### src/rtl/predictor_if.sv
// rtl/predictor_if.sv - fetcher query and ROB commit signal bundle for the branch predictor
interface predictor_if #(
  parameter int CNT_WIDTH = 32
);
  logic                 enable_from_fetcher;
  logic [31:0]          inst_pos_from_fetcher;
  logic                 if_jump_to_fetcher;
  logic                 valid_to_fetcher;
  logic                 enable_from_rob;
  logic                 jump_result_from_rob;
  logic                 if_predicted_jumped_from_rob;
  logic [31:0]          inst_pos_from_rob;
  logic [CNT_WIDTH-1:0] branch_cnt;
  logic [CNT_WIDTH-1:0] mispredict_cnt;

  // Driver side: issues queries and commit reports, observes predictions and statistics
  modport master (
    output enable_from_fetcher, inst_pos_from_fetcher,
    output enable_from_rob, jump_result_from_rob, if_predicted_jumped_from_rob, inst_pos_from_rob,
    input  if_jump_to_fetcher, valid_to_fetcher, branch_cnt, mispredict_cnt
  );

  // Predictor side
  modport slave (
    input  enable_from_fetcher, inst_pos_from_fetcher,
    input  enable_from_rob, jump_result_from_rob, if_predicted_jumped_from_rob, inst_pos_from_rob,
    output if_jump_to_fetcher, valid_to_fetcher, branch_cnt, mispredict_cnt
  );
endinterface

### src/rtl/predictor.sv
// rtl/predictor.sv - 2-bit saturating counter branch history table with commit statistics
module predictor #(
  parameter int BHT_INDEX_WIDTH = 8,
  parameter int CNT_WIDTH       = 32
) (
  input  logic       clk_in,
  input  logic       rst_in,
  input  logic       rdy_in,
  predictor_if.slave bus
);
  localparam int BHT_SIZE = 1 << BHT_INDEX_WIDTH;

  logic [1:0]                 bht_q [BHT_SIZE];
  logic [1:0]                 bht_d [BHT_SIZE];
  logic                       if_jump_q, if_jump_d;
  logic                       valid_q, valid_d;
  logic [CNT_WIDTH-1:0]       branch_cnt_q, branch_cnt_d;
  logic [CNT_WIDTH-1:0]       mispredict_cnt_q, mispredict_cnt_d;

  logic [BHT_INDEX_WIDTH-1:0] query_idx;
  logic [BHT_INDEX_WIDTH-1:0] update_idx;
  logic [1:0]                 update_cnt;

  // Word-aligned PC bits select the entry; low and high PC bits are deliberately aliased away
  assign query_idx  = bus.inst_pos_from_fetcher[BHT_INDEX_WIDTH+1:2];
  assign update_idx = bus.inst_pos_from_rob[BHT_INDEX_WIDTH+1:2];
  assign update_cnt = bht_q[update_idx];

  logic unused_pc_bits;
  assign unused_pc_bits = ^{bus.inst_pos_from_fetcher[31:BHT_INDEX_WIDTH+2],
                            bus.inst_pos_from_fetcher[1:0],
                            bus.inst_pos_from_rob[31:BHT_INDEX_WIDTH+2],
                            bus.inst_pos_from_rob[1:0]};

  // Next state: prediction reads the pre-update table so a same-cycle update never bypasses into it
  always_comb begin
    bht_d            = bht_q;
    if_jump_d        = if_jump_q;
    valid_d          = 1'b0;
    branch_cnt_d     = branch_cnt_q;
    mispredict_cnt_d = mispredict_cnt_q;

    if (bus.enable_from_fetcher) begin
      valid_d   = 1'b1;
      if_jump_d = bht_q[query_idx][1];
    end

    if (bus.enable_from_rob) begin
      if (bus.jump_result_from_rob) begin
        if (update_cnt != 2'b11) bht_d[update_idx] = update_cnt + 2'b01;
      end else begin
        if (update_cnt != 2'b00) bht_d[update_idx] = update_cnt - 2'b01;
      end
      branch_cnt_d = branch_cnt_q + CNT_WIDTH'(1);
      if (bus.jump_result_from_rob != bus.if_predicted_jumped_from_rob)
        mispredict_cnt_d = mispredict_cnt_q + CNT_WIDTH'(1);
    end
  end

  // State register: reset wins over ready; ready low freezes everything
  always_ff @(posedge clk_in) begin
    if (rst_in) begin
      for (int i = 0; i < BHT_SIZE; i++) bht_q[i] <= 2'b01;
      if_jump_q        <= 1'b0;
      valid_q          <= 1'b0;
      branch_cnt_q     <= '0;
      mispredict_cnt_q <= '0;
    end else if (rdy_in) begin
      bht_q            <= bht_d;
      if_jump_q        <= if_jump_d;
      valid_q          <= valid_d;
      branch_cnt_q     <= branch_cnt_d;
      mispredict_cnt_q <= mispredict_cnt_d;
    end
  end

  assign bus.if_jump_to_fetcher = if_jump_q;
  assign bus.valid_to_fetcher   = valid_q;
  assign bus.branch_cnt         = branch_cnt_q;
  assign bus.mispredict_cnt     = mispredict_cnt_q;
endmodule

### src/flat_wrapper.sv
// flat-port wrapper written by rule: the top's interface ports become plain ports
module predictor_flat 
#(
  parameter int BHT_INDEX_WIDTH = 8,
  parameter int CNT_WIDTH       = 32
)
  (clk_in, rst_in, rdy_in, bus_enable_from_fetcher, bus_inst_pos_from_fetcher, bus_enable_from_rob, bus_jump_result_from_rob, bus_if_predicted_jumped_from_rob, bus_inst_pos_from_rob, bus_if_jump_to_fetcher, bus_valid_to_fetcher, bus_branch_cnt, bus_mispredict_cnt);
  predictor_if #(.CNT_WIDTH(CNT_WIDTH)) bus_i ();
  input  logic clk_in;
  input  logic rst_in;
  input  logic rdy_in;
  input wire logic [$bits(bus_i.enable_from_fetcher)-1:0] bus_enable_from_fetcher;
  input wire logic [$bits(bus_i.inst_pos_from_fetcher)-1:0] bus_inst_pos_from_fetcher;
  input wire logic [$bits(bus_i.enable_from_rob)-1:0] bus_enable_from_rob;
  input wire logic [$bits(bus_i.jump_result_from_rob)-1:0] bus_jump_result_from_rob;
  input wire logic [$bits(bus_i.if_predicted_jumped_from_rob)-1:0] bus_if_predicted_jumped_from_rob;
  input wire logic [$bits(bus_i.inst_pos_from_rob)-1:0] bus_inst_pos_from_rob;
  output wire logic [$bits(bus_i.if_jump_to_fetcher)-1:0] bus_if_jump_to_fetcher;
  output wire logic [$bits(bus_i.valid_to_fetcher)-1:0] bus_valid_to_fetcher;
  output wire logic [$bits(bus_i.branch_cnt)-1:0] bus_branch_cnt;
  output wire logic [$bits(bus_i.mispredict_cnt)-1:0] bus_mispredict_cnt;
  assign bus_i.enable_from_fetcher = bus_enable_from_fetcher;
  assign bus_i.inst_pos_from_fetcher = bus_inst_pos_from_fetcher;
  assign bus_i.enable_from_rob = bus_enable_from_rob;
  assign bus_i.jump_result_from_rob = bus_jump_result_from_rob;
  assign bus_i.if_predicted_jumped_from_rob = bus_if_predicted_jumped_from_rob;
  assign bus_i.inst_pos_from_rob = bus_inst_pos_from_rob;
  assign bus_if_jump_to_fetcher = bus_i.if_jump_to_fetcher;
  assign bus_valid_to_fetcher = bus_i.valid_to_fetcher;
  assign bus_branch_cnt = bus_i.branch_cnt;
  assign bus_mispredict_cnt = bus_i.mispredict_cnt;
  predictor #(.BHT_INDEX_WIDTH(BHT_INDEX_WIDTH), .CNT_WIDTH(CNT_WIDTH)) u_core (.clk_in(clk_in), .rst_in(rst_in), .rdy_in(rdy_in), .bus(bus_i));
endmodule
### config.mk
export PLATFORM = sky130hd
export DESIGN_NAME = predictor_flat
export DESIGN_NICKNAME = d
export VERILOG_FILES = /design/src/rtl/predictor_if.sv /design/src/rtl/predictor.sv /design/src/flat_wrapper.sv
export SDC_FILE = /design/constraint.sdc
export NUM_CORES = 1
export LEC_CHECK = 0
export CAP_MARGIN = 0
export CORE_MARGIN = 5
export CORE_UTILIZATION = 35
export DETAILED_ROUTE_END_ITERATION = 12
export PLACE_DENSITY = 0.55
export SLEW_MARGIN = 20
export SYNTH_ARGS = -nofsm -noshare
export SYNTH_HDL_FRONTEND = slang
export SYNTH_SLANG_ARGS = --single-unit
### constraint.sdc
create_clock -name clk_in -period 12.61 [get_ports clk_in]
set_input_delay 3.783 -clock clk_in [delete_from_list [all_inputs] [get_ports clk_in]]
set_output_delay 3.783 -clock clk_in [all_outputs]
set_load 0.005 [all_outputs]
; Word level (Yosys, flattened, before mapping)
; Cells that the tools add are included.
; Widths: inputs -> output; s select.
[op_classes]
n_reduce_logical = 7
n_eq_ne = 3
n_mux = 14
order_cmp = 3
bitwise_logic = 2
n_addsub = 4
[ops]
columns = operator, n
row1 = $mux 512, 3
row2 = $bwmux 512, 2
row3 = $add 32x1->32 const B, 2
row4 = $bmux 2 s8, 2
row5 = $ge 9x9->1 const B, 2
row6 = $not 8->9, 2
row7 = $demux 2 s8, 1
row8 = $mux 2, 5
row9 = $lt 9x1->1 const B, 1
row10 = $reduce_and 2->1, 2
row11 = $reduce_and 4->1, 1
row12 = $reduce_bool 2->1, 2
row13 = $reduce_and 3->1, 1
row14 = $add 2x1->2 const B, 1
row15 = $ne 2x1->1 const B, 1
row16 = $ne 2x2->1 const B, 1
row17 = $sub 2x1->2 const B, 1
row18 = $logic_and 1x1->1, 1
row19 = $mux 1, 1
row20 = $ne 1x1->1, 1
[totals]
reg_bits = 578
elab_cells = 293
output_inout_bits = 66

; Longest topological paths before layout
[depth]
depth_word = 8
mapped_depth = 21
ltp_nobuf = 13

; Least setup slack after synthesis
; No wires, ideal clock.
[synth_path]
kind = input to register
startpoint = input bus_inst_pos_from_rob[2]
endpoint = register u_core.bht_q[487] in the netlist's numbering
required_ns = 12.482
path_stages = 20
arrival_ns = 8.439
slack_ns = 4.044
n_path_buf = 7
cell_sequence = buf_6 > buf_6 > buf_6 > buf_6 > buf_4 > buf_2 > mux4_2 > a22oi_1 > a21oi_1 > nor4_1 > nor2_1 > or4_1 > ha_1 > mux2i_1 > or4b_2 > nor2_1 > clkbuf_1 > nand2_1 > mux2i_1 > nor2_1
[synth_between]
elab_chain_cells = 8
elab_cells_between_ends = 21
[synth_lines]
columns = element, line_no
row1 = from (decl), flat_wrapper.sv:17  ; input wire logic [$bits(bus_i.inst_pos_from_rob)-1:0] bus_inst_pos_from_rob;
row2 = $not 8->9 (not written as such) (*), "predictor.sv:27, predictor.sv:50, predictor.sv:52"
row3 = "$bmux 2 s8, or another cell as far along", predictor.sv:27  ; assign update_cnt = bht_q[update_idx];
row4 = $mux 2 (not written as such) or $logic_and 1x1->1 (tied branches), "predictor.sv:27, predictor.sv:50, predictor.sv:52"
row5 = $mux 2 (on tied branches), "predictor.sv:27, predictor.sv:50, predictor.sv:52"
row6 = "$sub 2x1->2, or another cell as far along", predictor.sv:52  ; if (update_cnt != 2'b00) bht_d[update_idx] = update_cnt - 2'b01;
row7 = $bwmux 512 (on tied branches), "predictor.sv:52, predictor.sv:50"
row8 = $mux 512 (on tied branches), "predictor.sv:52, predictor.sv:50"
row9 = $mux 512, predictor.sv:49  ; if (bus.jump_result_from_rob) begin
row10 = to (signal assigned), predictor.sv:69  ; bht_q <= bht_d;
row11 = to (decl), predictor.sv:13  ; logic [1:0] bht_q [BHT_SIZE];
; Mark *: on every way between the ends. The rest lies on a longest branch, timed or not. The select of a mux whose other input is x is not followed.
; A chain may end at the register's enable or synchronous reset.

==> metrics.md <==
| Metric | Value |
|---|---|
| Full die area | just under 0.09 sq mm |
| RSZ-0062 raised after global routing | false |
| CTS tree | yes |
| Static leakage | around 11 nW |
| First-pass GRT wire length | 138,000 um |
| Top FF cell, synth | dfxtp_1 |
| Largest net degree at the start of global routing | between 150 and 200 |
| Core area | 0.0816 sq mm |
| Worst Clk Skew | 0.0247 ns |
| Wirelength per Cell | between 20 and 25 um |
| ANT nets after route | 0 |
| Fin crit period | 9.09 ns |
| Slew HR | a little under a quarter |
| Post-CTS resize count | 0 |
| YS warnings | 0 |
| Status | complete, no violations |
| Synth Net Count | 3,285 |
| CP Cell Sequence | clkdlybuf4s50_1 -> buf_4 -> and2_1 -> buf_4 -> a22oi_1 -> a21oi_1 -> nor4_1 -> nor2_1 -> or4_1 -> ha_1 -> mux2i_1 -> nand4b_1 -> nor2_4 -> nand2_1 -> a21oi_1 -> nand2_1 |
| FFs w/ async S/R, synth | 0% |
| Pwr Total | 0.00413 W |
| CP Capture Type | register |
| N_diodes | 0 |
| Global-route met3 utilization | 3.84% |
| Flop2flop setup slack | 7.66 ns |
| Vias | about 24,000 |
| Global route hottest layer | met2 |
| CTS max path bufs | 3 |
| WS Path Type | input port to register |
| Clk root buf | clkbuf_16 |
| GRT overflow | 0 |
| Mapped Cells | roughly 3,200 |
| Routed WL | approximately 90,000 um |
| Fmax | around 0.11 GHz |
| Vias/cell | between 5 and 6 |
| Synth cell types | 59 |
| Period utilization | around 72% |
| GR met2 Demand/Resource | a little under a third |
| Vias in the first global route | around 23,000 |
| Post-DP HPWL | 53,900 um |
| Synthesized area | 0.0286 sq mm |
| Hold-fix buffers, CTS | 0 |
| Initial antenna violation count | 2 |
| Total I/O pin count | about 140 |
| DR DRC count | 0 |
| CP max-delay cell | nor2_4 |
| Avg Synthesized Cell Area | 8.92 sq um |
| IO Port Bufs | between 80 and 90 |
| Nets | 3,176 |
| Clk sinks | 578 |
| Final GP Congestion | 0.797 |
| Setup_tns | 0 ns |
| Worst Max-Slew Pin Slew | ~1.2 ns |
| Clk Latency, worst-skew pair | just over 0.6 ns |
| CP startpoint kind | input port |
| Seq cells post-synth | approximately 580 |
| Hold crit path type | register to register |
| Slew Viols, Final | 0 |
| Die height | between 200 and 300 um |
| Starting Density | 35.1% |
| GRT Util Overall | between 10% and 20% |
| CP max FO | 48 |
| Met1 Track Usage GR | about 28% |
| Cts bufs inserted | 67 |
| Number of cell rows | between 100 and 150 |
| Max_cap viols | 0 |
| Worst EP required | roughly 13 ns |
| Final setup violating endpoints | 0 |
| DR iter-0 viols | approximately 2,200 |
| Fin. Hold Viols | 0 |
| Slowest cell delay on critical path | a little over 1 ns |
| Htree depth | 3 |
| Drt pass-1 iters | 6 |
| Post-CTS Setup Bufs | 0 |
| Post-synth EDFFs | 0 |
| Post-synthesis sequential area ratio | between 40% and 50% |
| Die width | slightly below 300 um |
| CP arrival | about 9.6 ns |
| Ratio of cells with drive above 1 in the final layout | a little over an eighth |
| Max VDD drop | about 0.086 mV |
| Pwr Density | between 100 and 150 mW/mm^2 |
| Reg clk slew, reported paths | about 0.06 ns |
| Area Growth Syn to Fin | 13.2% |
==> report_power, final <==
| part | switching [W] | internal, W |
|---|---|---|
| combinational | 0.000240 | 0.0000668 |
| clock | 0.000811 | 0.00118 |
| sequential | 0.00000213 | 0.00183 |
| total | 0.00105 | 0.00308 |
==> routing by layer <==
layer	share of wire (%)	vias to the layer above	wire length, um
met2	46	744	41000
li1	-	11400	-
met1	45	11900	40400
met4	2.7	4	2390
met3	6.7	148	5990
met5	0.038	-	34
==> final timing paths <==
| check | from | end | depth (start not counted) |
|---|---|---|---|
| setup / recovery | bus_inst_pos_from_rob[4] | register | 16 |
| hold / removal | register | register | 2 |
| setup reg to reg | u_core.bht_q[161] | register | 13 |
| hold reg to reg | register | register | 2 |
==> area by class of cell <==
| type | count | area [sq um] |
|---|---|---|
| clock buffer | 96 | 1990 |
| clock inverter | 23 | 256 |
| fill | 8052 | 49200 |
| inverter | 10 | 37.5 |
| multi-input combinational | 2299 | 15900 |
| sequential | 578 | 11600 |
| tap | 1070 | 1340 |
| timing repair buffer | 145 | 1350 |
==> logic make-up (layout without fill, tap and decap cells) <==
kind of cell / count (synthesis) / in the layout / synth area share, %
AND/OR/NAND/NOR: 1246 / 1246 / 18.9
AO/OA/AOI/OAI: 673 / 673 / 14.1
flip-flops: 578 / 578 / 40.4
buffers and inverters: 333 / 274 / 4.83
multiplexers: 316 / 316 / 19.7
XOR/XNOR: 60 / 60 / 1.83
adder cells (fa/ha/maj): 4 / 4 / 0.175
==> cells in the final DEF (no fill, tap or decap), drive strengths merged, types with 80 or more instances in the layout <==
cell | Yosys | layout
clkbuf | 239 | 96
o21ai | 136 | 136
clkdlybuf4s50 | 0 | 80
nor2 | 242 | 242
a21oi | 330 | 330
dfxtp | 578 | 578
nand3 | 272 | 272
mux2i | 111 | 111
mux4 | 197 | 197
nand2 | 595 | 595
==> per-stage QoR <==
step | instance area, sq um | hold slack [ns] | worst slack (ns) | cells | utilization (%)
floorplan | 28600 | 0.431 | 4.04 | 3210 | -
global placement | 30100 | 0.441 | 2.53 | 4102 | 37.0
detailed placement | 30200 | 0.447 | 2.71 | 4102 | 37.0
CTS | 32400 | 0.462 | 3.35 | 4221 | 39.7
global route | 32400 | 0.478 | 3.06 | 4221 | 39.7
finish | 32400 | 0.461 | 3.52 | 4221 | 39.7
==> worst max-delay path, delay by kind of cell <==
family | cells | cell delay, ns
AO/OA/AOI/OAI | 3 | 0.64
buffers and inverters | 3 | 1.49
AND/OR/NAND/NOR | 8 | 3.17
multiplexers | 1 | 0.24
adder cells (fa/ha/maj) | 1 | 0.19
==> synthesized netlist by cell type, types with 14 or more instances <==
library cell	count	area, sq um
nand2_1	595	2230
dfxtp_1	578	11600
a21oi_1	330	1650
nand3_1	272	1360
nor2_1	242	908
clkbuf_1	239	897
mux4_2	197	4440
o21ai_0	136	681
mux2i_1	111	1110
o311ai_0	65	569
o211ai_1	51	383
a22oi_1	47	353
buf_1	38	143
xor2_1	36	315
buf_2	31	155
xnor2_1	24	210
and2_1	21	131
nand4_1	17	106
a311o_1	16	160
nor2b_1	15	93.8
nor3_1	14	70.1
Power figures use the tool's default switching activity.
